**src/rtl/mem_port_arbiter_pkg.sv**
```systemverilog
// mem_port_arbiter_pkg: shared widths, FSM states and access-size codes for the unified memory port
package mem_port_arbiter_pkg;
    localparam int ADDR_W = 32;
    localparam int DATA_W = 32;
    typedef enum logic [2:0] {IDLE, BUS_IF, BUS_D, RESP_IF, RESP_D} state_t;
    typedef enum logic [2:0] {MODE_WORD = 3'b000, MODE_HALF = 3'b001, MODE_BYTE = 3'b010} size_mode_t;
endpackage

```
**src/rtl/mem_port_arbiter_if.sv**
```systemverilog
// mem_port_arbiter_if: request/response channel used for the fetch, data and memory-bus sides
interface mem_port_arbiter_if #(parameter int ADDR_W = 32, parameter int DATA_W = 32);
    logic              req;
    logic              write;
    logic [2:0]        mode;
    logic [ADDR_W-1:0] addr;
    logic [DATA_W-1:0] wdata;
    logic              ack;
    logic [DATA_W-1:0] rdata;
    modport master(output req, write, mode, addr, wdata, input ack, rdata);
    modport slave(input req, write, mode, addr, wdata, output ack, rdata);
    // read-only requester view: fetch never writes and always moves whole words
    modport rd_slave(input req, addr, output ack, rdata);
endinterface

```
**src/rtl/mem_port_arbiter_bus_watchdog.sv**
```systemverilog
// bus_watchdog: counts unacknowledged bus cycles; expired marks the cycle that reaches TIMEOUT
module bus_watchdog #(parameter int TIMEOUT = 255) (
    input  logic clk,
    input  logic reset,
    input  logic clear,
    input  logic enable,
    output logic expired
);
    localparam int W = $clog2(TIMEOUT + 1);
    logic [W-1:0] cnt;
    assign expired = enable && cnt == W'(TIMEOUT - 1);
    always_ff @(negedge clk or negedge reset)
        if (!reset) cnt <= '0;
        else if (clear) cnt <= '0;
        else if (enable) cnt <= cnt + 1'b1;
endmodule

```
**src/rtl/mem_port_arbiter.sv**
```systemverilog
// mem_port_arbiter: shares one memory port between fetch and data, data first with a fetch starvation cap
module mem_port_arbiter
    import mem_port_arbiter_pkg::*;
#(
    parameter int ADDR_W       = mem_port_arbiter_pkg::ADDR_W,
    parameter int DATA_W       = mem_port_arbiter_pkg::DATA_W,
    parameter int MAX_D_STREAK = 4,
    parameter int TIMEOUT      = 255
) (
    input  logic                     clk,
    input  logic                     reset,
    mem_port_arbiter_if.rd_slave     if_port,
    mem_port_arbiter_if.slave        d_port,
    mem_port_arbiter_if.master       bus,
    output logic                     bus_err
);
    localparam int SW = $clog2(MAX_D_STREAK + 1);
    state_t state;
    logic [SW-1:0] streak;
    logic in_bus, grant_if, grant_d, expired;
    assign in_bus   = state == BUS_IF || state == BUS_D;
    assign grant_if = state == IDLE && if_port.req && (!d_port.req || streak == SW'(MAX_D_STREAK));
    assign grant_d  = state == IDLE && d_port.req && !grant_if;
    bus_watchdog #(.TIMEOUT(TIMEOUT)) u_wd (
        .clk(clk), .reset(reset), .clear(grant_if || grant_d),
        .enable(in_bus && !bus.ack), .expired(expired)
    );
    always_ff @(negedge clk or negedge reset)
        if (!reset) begin
            state         <= IDLE;
            streak        <= '0;
            bus.req       <= 1'b0;
            bus.write     <= 1'b0;
            bus.mode      <= '0;
            bus.addr      <= '0;
            bus.wdata     <= '0;
            if_port.ack   <= 1'b0;
            if_port.rdata <= '0;
            d_port.ack    <= 1'b0;
            d_port.rdata  <= '0;
            bus_err       <= 1'b0;
        end else begin
            if_port.ack <= 1'b0;
            d_port.ack  <= 1'b0;
            case (state)
                IDLE:
                    if (grant_if) begin
                        state     <= BUS_IF;
                        streak    <= '0;
                        bus.req   <= 1'b1;
                        bus.write <= 1'b0;
                        bus.mode  <= MODE_WORD;
                        bus.addr  <= if_port.addr;
                        bus.wdata <= '0;
                    end else if (grant_d) begin
                        state     <= BUS_D;
                        streak    <= !if_port.req ? '0 : streak == SW'(MAX_D_STREAK) ? streak : streak + 1'b1;
                        bus.req   <= 1'b1;
                        bus.write <= d_port.write;
                        bus.mode  <= d_port.mode;
                        bus.addr  <= d_port.addr;
                        bus.wdata <= d_port.wdata;
                    end
                BUS_IF, BUS_D:
                    // an ack on the expiring cycle still wins over the abort
                    if (bus.ack || expired) begin
                        bus.req <= 1'b0;
                        bus_err <= bus_err | !bus.ack;
                        if (state == BUS_IF) begin
                            if_port.ack   <= 1'b1;
                            if_port.rdata <= bus.ack ? bus.rdata : '0;
                            state         <= RESP_IF;
                        end else begin
                            d_port.ack    <= 1'b1;
                            d_port.rdata  <= bus.ack ? bus.rdata : '0;
                            state         <= RESP_D;
                        end
                    end
                default: state <= IDLE;
            endcase
        end
endmodule

```
**src/flat_wrapper.sv**
```systemverilog
// flat-port wrapper written by rule: the top's interface ports become plain ports
module mem_port_arbiter_flat import mem_port_arbiter_pkg::*;
#(
    parameter int ADDR_W       = mem_port_arbiter_pkg::ADDR_W,
    parameter int DATA_W       = mem_port_arbiter_pkg::DATA_W,
    parameter int MAX_D_STREAK = 4,
    parameter int TIMEOUT      = 255
)
  (clk, reset, bus_err, if_port_req, if_port_addr, if_port_ack, if_port_rdata, d_port_req, d_port_write, d_port_mode, d_port_addr, d_port_wdata, d_port_ack, d_port_rdata, bus_req, bus_write, bus_mode, bus_addr, bus_wdata, bus_ack, bus_rdata);
  mem_port_arbiter_if #(.ADDR_W(ADDR_W), .DATA_W(DATA_W)) if_port_i ();
  mem_port_arbiter_if #(.ADDR_W(ADDR_W), .DATA_W(DATA_W)) d_port_i ();
  mem_port_arbiter_if #(.ADDR_W(ADDR_W), .DATA_W(DATA_W)) bus_i ();
  input  logic clk;
  input  logic reset;
  output logic bus_err;
  input wire logic [$bits(if_port_i.req)-1:0] if_port_req;
  input wire logic [$bits(if_port_i.addr)-1:0] if_port_addr;
  output wire logic [$bits(if_port_i.ack)-1:0] if_port_ack;
  output wire logic [$bits(if_port_i.rdata)-1:0] if_port_rdata;
  input wire logic [$bits(d_port_i.req)-1:0] d_port_req;
  input wire logic [$bits(d_port_i.write)-1:0] d_port_write;
  input wire logic [$bits(d_port_i.mode)-1:0] d_port_mode;
  input wire logic [$bits(d_port_i.addr)-1:0] d_port_addr;
  input wire logic [$bits(d_port_i.wdata)-1:0] d_port_wdata;
  output wire logic [$bits(d_port_i.ack)-1:0] d_port_ack;
  output wire logic [$bits(d_port_i.rdata)-1:0] d_port_rdata;
  output wire logic [$bits(bus_i.req)-1:0] bus_req;
  output wire logic [$bits(bus_i.write)-1:0] bus_write;
  output wire logic [$bits(bus_i.mode)-1:0] bus_mode;
  output wire logic [$bits(bus_i.addr)-1:0] bus_addr;
  output wire logic [$bits(bus_i.wdata)-1:0] bus_wdata;
  input wire logic [$bits(bus_i.ack)-1:0] bus_ack;
  input wire logic [$bits(bus_i.rdata)-1:0] bus_rdata;
  assign if_port_i.req = if_port_req;
  assign if_port_i.addr = if_port_addr;
  assign if_port_ack = if_port_i.ack;
  assign if_port_rdata = if_port_i.rdata;
  assign d_port_i.req = d_port_req;
  assign d_port_i.write = d_port_write;
  assign d_port_i.mode = d_port_mode;
  assign d_port_i.addr = d_port_addr;
  assign d_port_i.wdata = d_port_wdata;
  assign d_port_ack = d_port_i.ack;
  assign d_port_rdata = d_port_i.rdata;
  assign bus_req = bus_i.req;
  assign bus_write = bus_i.write;
  assign bus_mode = bus_i.mode;
  assign bus_addr = bus_i.addr;
  assign bus_wdata = bus_i.wdata;
  assign bus_i.ack = bus_ack;
  assign bus_i.rdata = bus_rdata;
  mem_port_arbiter #(.ADDR_W(ADDR_W), .DATA_W(DATA_W), .MAX_D_STREAK(MAX_D_STREAK), .TIMEOUT(TIMEOUT)) u_core (.clk(clk), .reset(reset), .if_port(if_port_i), .d_port(d_port_i), .bus(bus_i), .bus_err(bus_err));
endmodule
```
**config.mk**
```make
export PLATFORM = sky130hd
export DESIGN_NAME = mem_port_arbiter_flat
export DESIGN_NICKNAME = d
export VERILOG_FILES = /design/src/rtl/mem_port_arbiter_pkg.sv /design/src/rtl/mem_port_arbiter_if.sv /design/src/rtl/mem_port_arbiter_bus_watchdog.sv /design/src/rtl/mem_port_arbiter.sv /design/src/flat_wrapper.sv
export SDC_FILE = /design/constraint.sdc
export NUM_CORES = 1
export LEC_CHECK = 0
export CAP_MARGIN = 20
export CORE_ASPECT_RATIO = 1.4
export CORE_MARGIN = 3
export CORE_UTILIZATION = 42
export DETAILED_ROUTE_END_ITERATION = 10
export GPL_ROUTABILITY_DRIVEN = 0
export PLACE_DENSITY = 0.77
export SYNTH_ARGS = -nofsm -noshare
export SYNTH_HDL_FRONTEND = slang
export SYNTH_HIERARCHICAL = 1
export SYNTH_SLANG_ARGS = --single-unit
```
**constraint.sdc**
```tcl
create_clock -name clk -period 3.4 [get_ports clk]
set_input_delay 1.02 -clock clk [delete_from_list [all_inputs] [get_ports clk]]
set_output_delay 1.02 -clock clk [all_outputs]
set_load 0.02 [all_outputs]
```
==> summary.txt <==
Logic synthesis
  • Flops & latches, synth: 150
  • Number of synthesized flops with an enable pin: 0
  • Syn Inst Count: 505
  • Synth Warn #: 6
  • Asr flop ratio synth: 100%
  • Seq/Total Area, Yosys: 60.4%
  • Mapped Nets: 646
  • Syn avg cell area: 12.3 µm²
  • Netlist area before placement: 0.00621 mm²
  • Netlist cell types: 39
  • Synth Flop Type: dfrtn_1

Timing
  • Fin. Hold Viols: 0
  • Max-slew headroom: 62.1%
  • Total negative slack: -85470 ps
  • Worst-Margin Slew: 565 ps
  • Setup WS post-layout: -857 ps
  • Final setup viols: 229
  • Worst Skew: 13.6 ps
  • RSZ-0062 raised after global routing: true
  • Slew Viols, Final: 0

Clocking
  • CTS Sinks: 150
  • CTS tree: yes
  • Clk buf depth: 2
  • Root buffer cell: clkbuf_16
  • Clock Latency Late Sink: 410 ps
  • H-tree Lvls: 4
  • Hold buffers post-CTS: 0
  • CTS Buf Count: 17
  • Clock transition at path regs: 50 ps

Worst setup path
  • Worst setup SP type: input port
  • Worst setup EP type: flop
  • Critical Path RT: 1940 ps
  • WS Path Type: input port to flop
  • FF-to-FF Start: u_core/state[0]
  • Worst-case reg-to-reg path depth: 9
  • Highest fanout seen on the critical path: 8
  • R2r endpoint: u_core/d_port.rdata[6]
  • Reg2Reg Setup Slack: 450 ps
  • Worst EP arrival: 2800 ps

Drt
  • Avg WL per Cell: 24.2 µm
  • Initial drt markers: 430
  • Residual DRC: 0
  • DR pass1 iterations: 7
  • DR vias/cell: 5.86
  • Antenna Violating Nets Remaining: 0
  • Final WL: 26800 µm
  • Via count: 6479

Power
  • Pwr Density: 978 mW/mm²
  • Static leakage: 5.34 nW
  • VDD IR max: 0.494 mV

Die
  • Cell row count: 52
  • Core area: 0.0144 mm²
  • Initial Utilization: 43.0%
  • Chip Width: 109 µm
  • Die H: 150 µm
  • IO Pins: 273
  • Die area: 0.0163 mm²

Place
  • Placed Area: 0.00965 mm²
  • Port Buffers: 272
  • Place WS: -1510 ps
  • Hpwl dp: 14200 µm

Layout
  • Final Cell Area: 0.0117 mm²
  • Share of cells above drive strength 1: 43.4%
  • Storage cell area: 0.00375 mm²
  • P&R area growth vs syn: 87.6%
  • Area occupied by multi-input gates: 0.00251 mm²
  • Fillers: 772
  • Nets: 1043

Global route
  • Largest net degree at the start of global routing: 50
  • GR Util All Layers: 29.6%
  • GR Overflow Total: 0
  • First-pass GRT wire length: 36600 µm
  • Initial antenna violation count: 1
  • Number of global-route vias before repair: 6630

Run status
  • Failing checks: negative setup slack
  • Status: finished with violations

Job
  • Max-cap viol count: 0

Min path
  • Min-delay src: u_core/bus.wdata[16]
  • Hold crit path type: flop to flop
  • Cells on Worst Hold Path: 1
  • Hold Path End: u_core/bus.wdata[16]
==> what timing repair did <==
item	4_1_cts	5_1_grt
pin swaps	61	39
gates cloned	9	1
endpoints found under the setup margin	286	238
gates resized for setup	882	31
setup buffers	57	39
==> synth_stat cells (2+ instances only) <==
| master | n | share of area [%] |
|---|---|---|
| o21ai_0 | 36 | 2.9 |
| xnor2_1 | 2 | 0.28 |
| nor2_1 | 9 | 0.54 |
| a22o_1 | 100 | 14 |
| dfrtn_1 | 150 | 60 |
| or3_1 | 3 | 0.30 |
| nand4_1 | 3 | 0.30 |
| buf_6 | 6 | 1.1 |
| nand2_1 | 4 | 0.24 |
| nor3b_1 | 33 | 4.0 |
| ha_1 | 4 | 0.81 |
| nand3_1 | 3 | 0.24 |
| clkbuf_1 | 47 | 2.8 |
| o31ai_1 | 32 | 3.9 |
| nor3_1 | 2 | 0.16 |
| inv_1 | 8 | 0.48 |
| a31oi_1 | 33 | 3.3 |
| a21oi_1 | 7 | 0.56 |
| xor2_1 | 3 | 0.42 |
==> cell families after synthesis <==
kind of cell	share of synthesized area, %
adders and majority gates	0.806
xor gates and xnor gates	0.705
buffers and inverters	4.61
DFF	60.4
and+or+nand+nor	7.03
AOI/OAI and AO/OA	26.4
==> cell type report <==
type | count | share of cell area [%]
clock inverter | 15 | 1.56
multi-input combinational | 292 | 21.5
timing repair buffer | 433 | 38.6
inverter | 8 | 0.365
antenna | 2 | 0.0429
tap | 189 | 2.03
sequential | 150 | 32.2
clock buffer | 17 | 3.65
==> critical path, cell delays in order <==
cell	delay, ps
buf_6	110
nor3_4	190
nand4_1	160
nor2_2	160
nor2_2	70
or4b_4	550
buf_12	170
buf_16	130
a22o_1	240
==> how the worst max path moves through the flow <==
stage / from / end / slack (ps) / cells past startpoint
2_1_floorplan: bus_ack / u_core/d_port.rdata[13] / -1130 / 9
3_3_place_gp: bus_ack / u_core/d_port.rdata[28] / -1460 / 8
3_5_place_dp: bus_ack / u_core/d_port.rdata[25] / -1510 / 8
4_1_cts: bus_ack / u_core/d_port.rdata[24] / -730 / 9
5_1_grt: bus_ack / u_core/d_port.rdata[5] / -850 / 9
6_report: bus_ack / u_core/d_port.rdata[6] / -860 / 9
==> metal layers <==
layer,GRT usage [%],part of all wire [%],routed length [µm]
met1,32.7,35,9310
met2,51.6,51,13700
met3,6.43,6.5,1750
met4,17.2,7.7,2060
met5,0,0,0
==> cells in the final DEF, fill, tap and decap left out, types with 2 or more instances in the layout <==
cell / instances
a21oi_1: 3
a21oi_2: 4
a22o_1: 100
a31oi_1: 33
buf_12: 17
buf_16: 6
buf_4: 125
buf_6: 149
buf_8: 2
clkbuf_16: 18
clkdlybuf4s50_1: 132
clkinv_4: 2
clkinv_8: 4
clkinvlp_4: 2
dfrtn_1: 150
diode_2: 2
ha_1: 4
inv_1: 4
inv_4: 3
inv_8: 6
nand2_1: 2
nand3_1: 2
nand4_1: 3
nor2_1: 6
nor2_2: 3
nor3_4: 2
nor3b_1: 2
nor3b_2: 24
nor3b_4: 7
o21ai_0: 34
o31ai_1: 26
o31ai_2: 6
or3_1: 2
or3_4: 2
xnor2_1: 2
xor2_1: 3
==> where the power goes <==
part / internal [mW] / switching [mW] / total (mW)
registers: 2.63 / 0.695 / 3.32
clock network: 1.00 / 0.910 / 1.91
logic: 3.26 / 2.90 / 6.16
==> metrics by stage <==
step / hold slack (ps) / power, mW / util [%] / instances
6_report: 477 / 11.4 / 80.7 / 1106
5_1_grt: 484 / 11.8 / 80.7 / 1105
4_1_cts: 476 / 10.8 / 78.2 / 1069
3_5_place_dp: 454 / 8.03 / 66.8 / 979
3_3_place_gp: 447 / 7.87 / 66.8 / 979
2_1_floorplan: 452 / 5.64 / - / 505
==> state kept, by name (all words and copies together), names as in the netlist <==
register and count:
u_core/bus.addr 32, u_core/bus.mode 3, u_core/bus.req 1, u_core/bus.wdata 32, u_core/bus.write 1, u_core/bus_err 1, u_core/d_port.ack 1, u_core/d_port.rdata 32
u_core/if_port.ack 1, u_core/if_port.rdata 32, u_core/state 3, u_core/streak 3, u_core/u_wd/cnt 8
No activity file was read; power rests on OpenSTA's default activity.
